`config.mk`:
```
export PLATFORM = sky130hd
export DESIGN_NAME = branch_resolve_flat
export DESIGN_NICKNAME = d
export VERILOG_FILES = /design/src/rtl/riscv_branch_pkg.sv /design/src/rtl/branch_resolve_if.sv /design/src/rtl/branch_bht.sv /design/src/rtl/branch_resolve.sv /design/src/flat_wrapper.sv
export SDC_FILE = /design/constraint.sdc
export NUM_CORES = 1
export LEC_CHECK = 0
export CAP_MARGIN = 10
export CORE_UTILIZATION = 25
export CTS_BUF_LIST = sky130_fd_sc_hd__clkbuf_2 sky130_fd_sc_hd__clkbuf_4 sky130_fd_sc_hd__clkbuf_8
export CTS_CLUSTER_SIZE = 20
export DETAILED_ROUTE_END_ITERATION = 10
export PLACE_DENSITY = 0.51
export SYNTH_ARGS = -nofsm -noshare
export SYNTH_HDL_FRONTEND = slang
export SYNTH_SLANG_ARGS = --single-unit
```
`constraint.sdc`:
```
create_clock -name clk -period 11.2 [get_ports clk]
set_clock_uncertainty 0.05 [all_clocks]
set_input_delay 2.8 -clock clk [delete_from_list [all_inputs] [get_ports clk]]
set_output_delay 2.8 -clock clk [all_outputs]
set_load 0.005 [all_outputs]
```
`src/rtl/riscv_branch_pkg.sv`:
```
// Shared constants for branch resolution: funct3 branch conditions, 2-bit
// predictor counter states and the saturating counter step.
package riscv_branch_pkg;

  localparam logic [2:0] F3_BEQ  = 3'b000;
  localparam logic [2:0] F3_BNE  = 3'b001;
  localparam logic [2:0] F3_BLT  = 3'b100;
  localparam logic [2:0] F3_BGE  = 3'b101;
  localparam logic [2:0] F3_BLTU = 3'b110;
  localparam logic [2:0] F3_BGEU = 3'b111;

  localparam logic [1:0] SNT = 2'b00;
  localparam logic [1:0] WNT = 2'b01;
  localparam logic [1:0] WT  = 2'b10;
  localparam logic [1:0] ST  = 2'b11;

  typedef struct packed {
    logic taken;
    logic mispredict;
    logic illegal;
  } br_flags_t;

  function automatic logic [1:0] sat_step(input logic [1:0] cnt, input logic up);
    if (up) return (cnt == ST)  ? ST  : cnt + 2'd1;
    else    return (cnt == SNT) ? SNT : cnt - 2'd1;
  endfunction

endpackage

```
`src/rtl/branch_resolve_if.sv`:
```
// Request/response and prediction-lookup bundle for branch_resolve.
// slave is the resolver side, master is the issuing/consuming side.
interface branch_resolve_if #(parameter int XLEN = 32);
  logic            in_valid;
  logic            in_ready;
  logic [XLEN-1:0] pc;
  logic [XLEN-1:0] rs1;
  logic [XLEN-1:0] rs2;
  logic [XLEN-1:0] imm;
  logic [2:0]      funct3;
  logic            pred_taken_in;
  logic            flush;
  logic [XLEN-1:0] lookup_pc;
  logic            lookup_taken;
  logic            out_valid;
  logic            out_ready;
  logic            taken;
  logic            mispredict;
  logic [XLEN-1:0] redirect_pc;
  logic            illegal;
  logic [31:0]     br_count;
  logic [31:0]     mp_count;

  modport slave (
    input  in_valid, pc, rs1, rs2, imm, funct3, pred_taken_in, flush,
           lookup_pc, out_ready,
    output in_ready, lookup_taken, out_valid, taken, mispredict,
           redirect_pc, illegal, br_count, mp_count
  );

  modport master (
    output in_valid, pc, rs1, rs2, imm, funct3, pred_taken_in, flush,
           lookup_pc, out_ready,
    input  in_ready, lookup_taken, out_valid, taken, mispredict,
           redirect_pc, illegal, br_count, mp_count
  );
endinterface

```
`src/rtl/branch_bht.sv`:
```
// Branch history table: BHT_ENTRIES 2-bit saturating counters with a
// combinational lookup port and one registered update port.
module branch_bht
  import riscv_branch_pkg::*;
#(
  parameter  int         BHT_ENTRIES = 64,
  parameter  logic [1:0] BHT_INIT    = 2'b01,
  localparam int         IDXW        = $clog2(BHT_ENTRIES)
) (
  input  logic            clk,
  input  logic            rst,
  input  logic [IDXW-1:0] lookup_idx,
  output logic            lookup_taken,
  input  logic            upd_en,
  input  logic [IDXW-1:0] upd_idx,
  input  logic            upd_taken
);

  logic [1:0] cnt_q [BHT_ENTRIES];
  logic [1:0] cnt_d [BHT_ENTRIES];

  always_comb begin
    cnt_d = cnt_q;
    if (upd_en) cnt_d[upd_idx] = sat_step(cnt_q[upd_idx], upd_taken);
  end

  always_ff @(posedge clk or posedge rst) begin
    if (rst) begin
      for (int i = 0; i < BHT_ENTRIES; i++) cnt_q[i] <= BHT_INIT;
    end else begin
      cnt_q <= cnt_d;
    end
  end

  // Reads the registered array, so a same-edge update is not visible yet.
  assign lookup_taken = cnt_q[lookup_idx][1];

endmodule

```
`src/rtl/branch_resolve.sv`:
```
// Branch resolution stage: evaluates the funct3 condition, computes the next
// PC, registers the result behind a valid/ready handshake and trains the BHT.
module branch_resolve
  import riscv_branch_pkg::*;
#(
  parameter int         XLEN        = 32,
  parameter int         BHT_ENTRIES = 64,
  parameter logic [1:0] BHT_INIT    = 2'b01
) (
  input  logic             clk,
  input  logic             rst,
  branch_resolve_if.slave  bus
);

  localparam int IDXW = $clog2(BHT_ENTRIES);

  logic            out_valid_q, out_valid_d;
  br_flags_t       flags_q, flags_d;
  logic [XLEN-1:0] redirect_pc_q, redirect_pc_d;
  logic [31:0]     br_count_q, br_count_d;
  logic [31:0]     mp_count_q, mp_count_d;

  logic            accept;
  logic            cond;
  logic            legal;
  logic            upd_en;
  br_flags_t       flags_new;
  logic [XLEN-1:0] target_pc;

  assign bus.in_ready = !bus.flush && (!out_valid_q || bus.out_ready);
  assign accept       = bus.in_valid && bus.in_ready;

  always_comb begin
    cond  = 1'b0;
    legal = 1'b1;
    unique case (bus.funct3)
      F3_BEQ:  cond = (bus.rs1 == bus.rs2);
      F3_BNE:  cond = (bus.rs1 != bus.rs2);
      F3_BLT:  cond = ($signed(bus.rs1) <  $signed(bus.rs2));
      F3_BGE:  cond = ($signed(bus.rs1) >= $signed(bus.rs2));
      F3_BLTU: cond = (bus.rs1 <  bus.rs2);
      F3_BGEU: cond = (bus.rs1 >= bus.rs2);
      default: legal = 1'b0;
    endcase
  end

  always_comb begin
    flags_new.taken      = cond;
    flags_new.illegal    = !legal;
    flags_new.mispredict = legal && (cond != bus.pred_taken_in);
    target_pc = cond ? (bus.pc + bus.imm) : (bus.pc + XLEN'(4));
  end

  // Illegal encodings still produce a result but leave BHT and counters alone.
  assign upd_en = accept && legal;

  always_comb begin
    out_valid_d   = out_valid_q;
    flags_d       = flags_q;
    redirect_pc_d = redirect_pc_q;
    br_count_d    = br_count_q;
    mp_count_d    = mp_count_q;
    if (bus.flush) begin
      out_valid_d = 1'b0;
    end else if (accept) begin
      out_valid_d   = 1'b1;
      flags_d       = flags_new;
      redirect_pc_d = target_pc;
    end else if (bus.out_ready) begin
      out_valid_d = 1'b0;
    end
    if (upd_en) begin
      br_count_d = br_count_q + 32'd1;
      if (flags_new.mispredict) mp_count_d = mp_count_q + 32'd1;
    end
  end

  always_ff @(posedge clk or posedge rst) begin
    if (rst) begin
      out_valid_q   <= 1'b0;
      flags_q       <= '0;
      redirect_pc_q <= '0;
      br_count_q    <= '0;
      mp_count_q    <= '0;
    end else begin
      out_valid_q   <= out_valid_d;
      flags_q       <= flags_d;
      redirect_pc_q <= redirect_pc_d;
      br_count_q    <= br_count_d;
      mp_count_q    <= mp_count_d;
    end
  end

  branch_bht #(
    .BHT_ENTRIES (BHT_ENTRIES),
    .BHT_INIT    (BHT_INIT)
  ) u_bht (
    .clk          (clk),
    .rst          (rst),
    .lookup_idx   (bus.lookup_pc[IDXW+1:2]),
    .lookup_taken (bus.lookup_taken),
    .upd_en       (upd_en),
    .upd_idx      (bus.pc[IDXW+1:2]),
    .upd_taken    (cond)
  );

  assign bus.out_valid   = out_valid_q;
  assign bus.taken       = flags_q.taken;
  assign bus.mispredict  = flags_q.mispredict;
  assign bus.illegal     = flags_q.illegal;
  assign bus.redirect_pc = redirect_pc_q;
  assign bus.br_count    = br_count_q;
  assign bus.mp_count    = mp_count_q;

endmodule

```
`src/flat_wrapper.sv`:
```
// flat-port wrapper written by rule: the top's interface ports become plain ports
module branch_resolve_flat import riscv_branch_pkg::*;
#(
  parameter int         XLEN        = 32,
  parameter int         BHT_ENTRIES = 64,
  parameter logic [1:0] BHT_INIT    = 2'b01
)
  (clk, rst, bus_in_valid, bus_pc, bus_rs1, bus_rs2, bus_imm, bus_funct3, bus_pred_taken_in, bus_flush, bus_lookup_pc, bus_out_ready, bus_in_ready, bus_lookup_taken, bus_out_valid, bus_taken, bus_mispredict, bus_redirect_pc, bus_illegal, bus_br_count, bus_mp_count);
  branch_resolve_if #(.XLEN(XLEN)) bus_i ();
  input  logic clk;
  input  logic rst;
  input wire logic [$bits(bus_i.in_valid)-1:0] bus_in_valid;
  input wire logic [$bits(bus_i.pc)-1:0] bus_pc;
  input wire logic [$bits(bus_i.rs1)-1:0] bus_rs1;
  input wire logic [$bits(bus_i.rs2)-1:0] bus_rs2;
  input wire logic [$bits(bus_i.imm)-1:0] bus_imm;
  input wire logic [$bits(bus_i.funct3)-1:0] bus_funct3;
  input wire logic [$bits(bus_i.pred_taken_in)-1:0] bus_pred_taken_in;
  input wire logic [$bits(bus_i.flush)-1:0] bus_flush;
  input wire logic [$bits(bus_i.lookup_pc)-1:0] bus_lookup_pc;
  input wire logic [$bits(bus_i.out_ready)-1:0] bus_out_ready;
  output wire logic [$bits(bus_i.in_ready)-1:0] bus_in_ready;
  output wire logic [$bits(bus_i.lookup_taken)-1:0] bus_lookup_taken;
  output wire logic [$bits(bus_i.out_valid)-1:0] bus_out_valid;
  output wire logic [$bits(bus_i.taken)-1:0] bus_taken;
  output wire logic [$bits(bus_i.mispredict)-1:0] bus_mispredict;
  output wire logic [$bits(bus_i.redirect_pc)-1:0] bus_redirect_pc;
  output wire logic [$bits(bus_i.illegal)-1:0] bus_illegal;
  output wire logic [$bits(bus_i.br_count)-1:0] bus_br_count;
  output wire logic [$bits(bus_i.mp_count)-1:0] bus_mp_count;
  assign bus_i.in_valid = bus_in_valid;
  assign bus_i.pc = bus_pc;
  assign bus_i.rs1 = bus_rs1;
  assign bus_i.rs2 = bus_rs2;
  assign bus_i.imm = bus_imm;
  assign bus_i.funct3 = bus_funct3;
  assign bus_i.pred_taken_in = bus_pred_taken_in;
  assign bus_i.flush = bus_flush;
  assign bus_i.lookup_pc = bus_lookup_pc;
  assign bus_i.out_ready = bus_out_ready;
  assign bus_in_ready = bus_i.in_ready;
  assign bus_lookup_taken = bus_i.lookup_taken;
  assign bus_out_valid = bus_i.out_valid;
  assign bus_taken = bus_i.taken;
  assign bus_mispredict = bus_i.mispredict;
  assign bus_redirect_pc = bus_i.redirect_pc;
  assign bus_illegal = bus_i.illegal;
  assign bus_br_count = bus_i.br_count;
  assign bus_mp_count = bus_i.mp_count;
  branch_resolve #(.XLEN(XLEN), .BHT_ENTRIES(BHT_ENTRIES), .BHT_INIT(BHT_INIT)) u_core (.clk(clk), .rst(rst), .bus(bus_i));
endmodule
```
==> results.py <==
metrics = {
    "outcome": {
        "outcome": "finished, final reports clean",
    },
    "power": {
        "power_switching_uw": 679,
        "peakVddDrop_uv": 72.1,
        "comb_power_share_pct": 20.7,
        "p_leak_nw": 7.88,
        "power_frac_clock_pct": 39.1,
        "p_int_mw": 1.66,
        "p_sw_share_pct": 29.0,
        "pwr-share-seq_pct": 40.2,
        "power_density_mw_per_mm2": 128,
    },
    "drt": {
        "wl_per_cell_um": 19.4,
        "totalWireLength_um": 46600,
        "drc": 0,
        "vias_per_cell": 4.92,
        "initialDrtViolationCount": 729,
        "dr.pass1.iters": 5,
        "via_count": 11800,
        "ant_nets": 0,
    },
    "cells_and_area": {
        "syn2layout_area_growth_pct": 30.2,
        "n_fill_cell": 5661,
        "layout.cells.non_filler": 2401,
        "drive_gt1_share_pct": 20.7,
        "final_cell_area_sq_mm": 0.0184,
        "nets": 1853,
    },
    "worst_setup_path": {
        "max_stage_delay_ps": 810,
        "critPathMaxFanout": 9,
        "critical_path_arrival_ps": 5980,
        "r2r_cells": 8,
        "reg2reg_to": "u_core.u_bht.cnt_q[84]",
        "reg2reg_slack_ps": 7950,
        "critPathKind": "in -> out",
        "cp.required_ps": 8350,
        "end_kind": "output pin",
        "crit_chain": "clkdlybuf4s50_1 > buf_4 > mux4_2 > mux4_2 > mux4_2 > clkdlybuf4s50_1",
        "critPathMostFrequentCell": "mux4_2",
        "startpoint_type": "input pin",
        "rr_startpoint": "u_core.u_bht.cnt_q[106]",
        "critPathSlowestCell": "clkdlybuf4s50_1",
    },
    "yosys": {
        "synth_seq_cells": 228,
        "synth.area.top_cells": "dfrtp_1 29%, dfstp_2 12%, mux2_2 9.8%",
        "syn_nets": 1600,
        "avgSynthCellArea_sq_um": 10.3,
        "synth_cell_types": 72,
        "synth.top_cell.area_share_pct": 29.1,
        "ys.flop_type": "dfrtp_1",
        "syn_area_sq_mm": 0.0141,
        "yosysTopAreaCell": "dfrtp_1",
        "postSynth.asyncResetShare_pct": 100,
        "netlist_instances": 1364,
        "yosysSeqAreaShare_pct": 41.1,
        "yosysWarnings": 0,
        "synth_edf_count": 0,
    },
    "placed_design": {
        "hpwl_um": 33000,
        "place_area_sq_mm": 0.0174,
        "dpl.cell_count": 2318,
        "globalplace.congestion": 0.839,
        "io_buffers": 244,
    },
    "worst_hold_path": {
        "hold_class": "reg -> reg",
        "holdCritStartpoint": "u_core.bus.mp_count[31]",
        "hold_path_end": "u_core.bus.mp_count[31]",
        "holdPathStages": 1,
    },
    "sta": {
        "drv_slew": 0,
        "rsz0062_at_grt": "no",
        "max_slew.worst_pin.slew_ps": 1230,
        "fin_hold_ws_ps": 419,
        "tns_ps": 0,
        "slew_headroom_pct": 18.1,
        "finalCriticalPeriod_ps": 8830,
        "fmax_mhz": 113,
        "post-route-period-util_pct": 78.8,
        "setup_viol": 0,
        "hold_viol": 0,
    },
    "global_route": {
        "antenna_found_initial": 5,
        "grt_pass1_wl_um": 71000,
        "grt_overflow": 0,
        "grt_pass1_vias": 12000,
        "grt_use_total_pct": 16.0,
        "grt_max_degree": 125,
    },
    "floorplan": {
        "fp.dieH_um": 239,
        "design.core.area_sq_mm": 0.0554,
        "start_util_pct": 25.4,
        "die-area_sq_mm": 0.0573,
        "die_x_um": 239,
        "ios": 271,
        "rows": 86,
    },
    "clock_tree": {
        "h-tree-depth": 2,
        "clkSinkCount": 228,
        "post_cts_buffers": 0,
        "clk_pin_slew_ps": 60,
        "clockBufferDepth": 3,
        "ctsHoldBuffers": 0,
        "clockRootBuffer": "clkbuf_8",
        "post_cts_resized": 0,
        "clock_latency_ps": 610,
        "cts_made_buffers": 44,
        "cts_tree": "yes",
    },
    "flow_run": {
        "maxCapViolations": 0,
    },
}
how the worst max path moves through the flow:
stage | startpoint | end | slack, ps | cells after the start
floorplan | rst | u_core.bus.br_count[0] | 2210 | 1
global placement | bus_lookup_pc[2] | bus_lookup_taken | 2370 | 6
detailed placement | bus_lookup_pc[2] | bus_lookup_taken | 2360 | 6
CTS | bus_lookup_pc[2] | bus_lookup_taken | 2350 | 6
global route | bus_lookup_pc[2] | bus_lookup_taken | 2240 | 6
finish | bus_lookup_pc[2] | bus_lookup_taken | 2370 | 6
cell usage after synthesis, types with 10 or more instances:
library cell / count
dfstp_2: 64
nand4_1: 35
xnor2_1: 62
and2_1: 10
a31oi_1: 18
a21oi_1: 65
nand2_1: 145
mux2i_1: 15
nor3_1: 15
mux4_2: 21
clkbuf_1: 34
inv_1: 53
and3_1: 24
a21o_1: 19
dfrtp_1: 164
buf_2: 10
nand3_1: 49
mux2_2: 123
xor2_1: 53
nor2_1: 84
a22oi_1: 48
a22o_1: 10
o21ai_0: 40
ha_1: 66
power by group through the flow:
stage          Combinational [mW]  Sequential [mW]  Clock [mW]
3_3_place_gp                0.486            0.952           0
4_1_cts                     0.491            0.942       0.952
2_1_floorplan               0.241            0.948           0
3_5_place_dp                0.488            0.955           0
5_1_grt                     0.532            0.949       0.984
6_report                    0.484            0.941       0.915
cell families (layout without fill, tap and decap cells):
| group | after synthesis | in the layout | share of synthesized area [%] |
|---|---|---|---|
| muxes | 167 | 167 | 15.1 |
| other | 0 | 2 | 0 |
| buffers and inverters | 109 | 396 | 3.44 |
| adders and majority gates | 69 | 69 | 6.15 |
| DFF | 228 | 228 | 41.1 |
| xor gates and xnor gates | 115 | 115 | 7.15 |
| and+or+nand+nor | 402 | 402 | 13.6 |
| AOI/OAI and AO/OA | 274 | 274 | 13.5 |
layer usage:
metal  routed length, um  vias up  track usage, %
met4                1220        8            5.24
met2               21500      402            26.0
met3                3560       85            4.34
li1                    -     5517               -
met5                  47        -               0
met1               20300     5809            20.4
cells in the final DEF, fill, tap and decap left out, drive strengths merged, types with 6 or more instances in the layout:
cell type      netlist  layout
a2111oi              9       9
a211oi               9       9
a21o                19      19
a21oi               65      65
a221oi              10      10
a22o                10      10
a22oi               48      48
a31oi               18      18
and2                10      10
and3                24      24
buf                 22      19
clkbuf              34      78
clkdlybuf4s50        0     244
dfrtp              164     164
dfstp               64      64
ha                  66      66
inv                 53      54
mux2               131     131
mux2i               15      15
mux4                21      21
nand2              145     145
nand3               49      49
nand4               35      35
nor2                85      85
nor3                16      16
nor3b                6       6
nor4                 6       6
o21a                 6       6
o21ai               42      42
xnor2               62      62
xor2                53      53
state kept, by name, indices dropped and copies added, names as in the netlist:
register and flops:
u_core.bus.taken 1, u_core.bus.mispredict 1, u_core.bus.out_valid 1, u_core.bus.mp_count 32
u_core.u_bht.cnt_q 128, u_core.bus.illegal 1, u_core.bus.redirect_pc 32, u_core.bus.br_count 32
critical path: cells and delay by family:
family   cells  cell delay (ps)
mux          3             1570
buf+inv      3             1600
cell type report:
| type | instances | area [sq um] | share of cell area [%] |
|---|---|---|---|
| multi-input combinational | 1027 | 7870 | 42.9 |
| sequential | 228 | 5790 | 31.5 |
| timing repair buffer | 263 | 2580 | 14.1 |
| clock buffer | 78 | 948 | 5.17 |
| tap | 748 | 936 | 5.10 |
| inverter | 53 | 206 | 1.13 |
| clock inverter | 2 | 16.3 | 0.0886 |
| antenna | 2 | 5.00 | 0.0273 |
stage by stage:
step	worst slack, ps	utilization [%]	power (mW)
2_1_floorplan	2210	-	1.19
3_5_place_dp	2360	31.4	1.44
4_1_cts	2350	33.1	2.38
3_3_place_gp	2370	31.4	1.44
5_1_grt	2240	33.1	2.47
6_report	2370	33.1	2.34
Note: power is estimated with default switching activity, not from simulation.
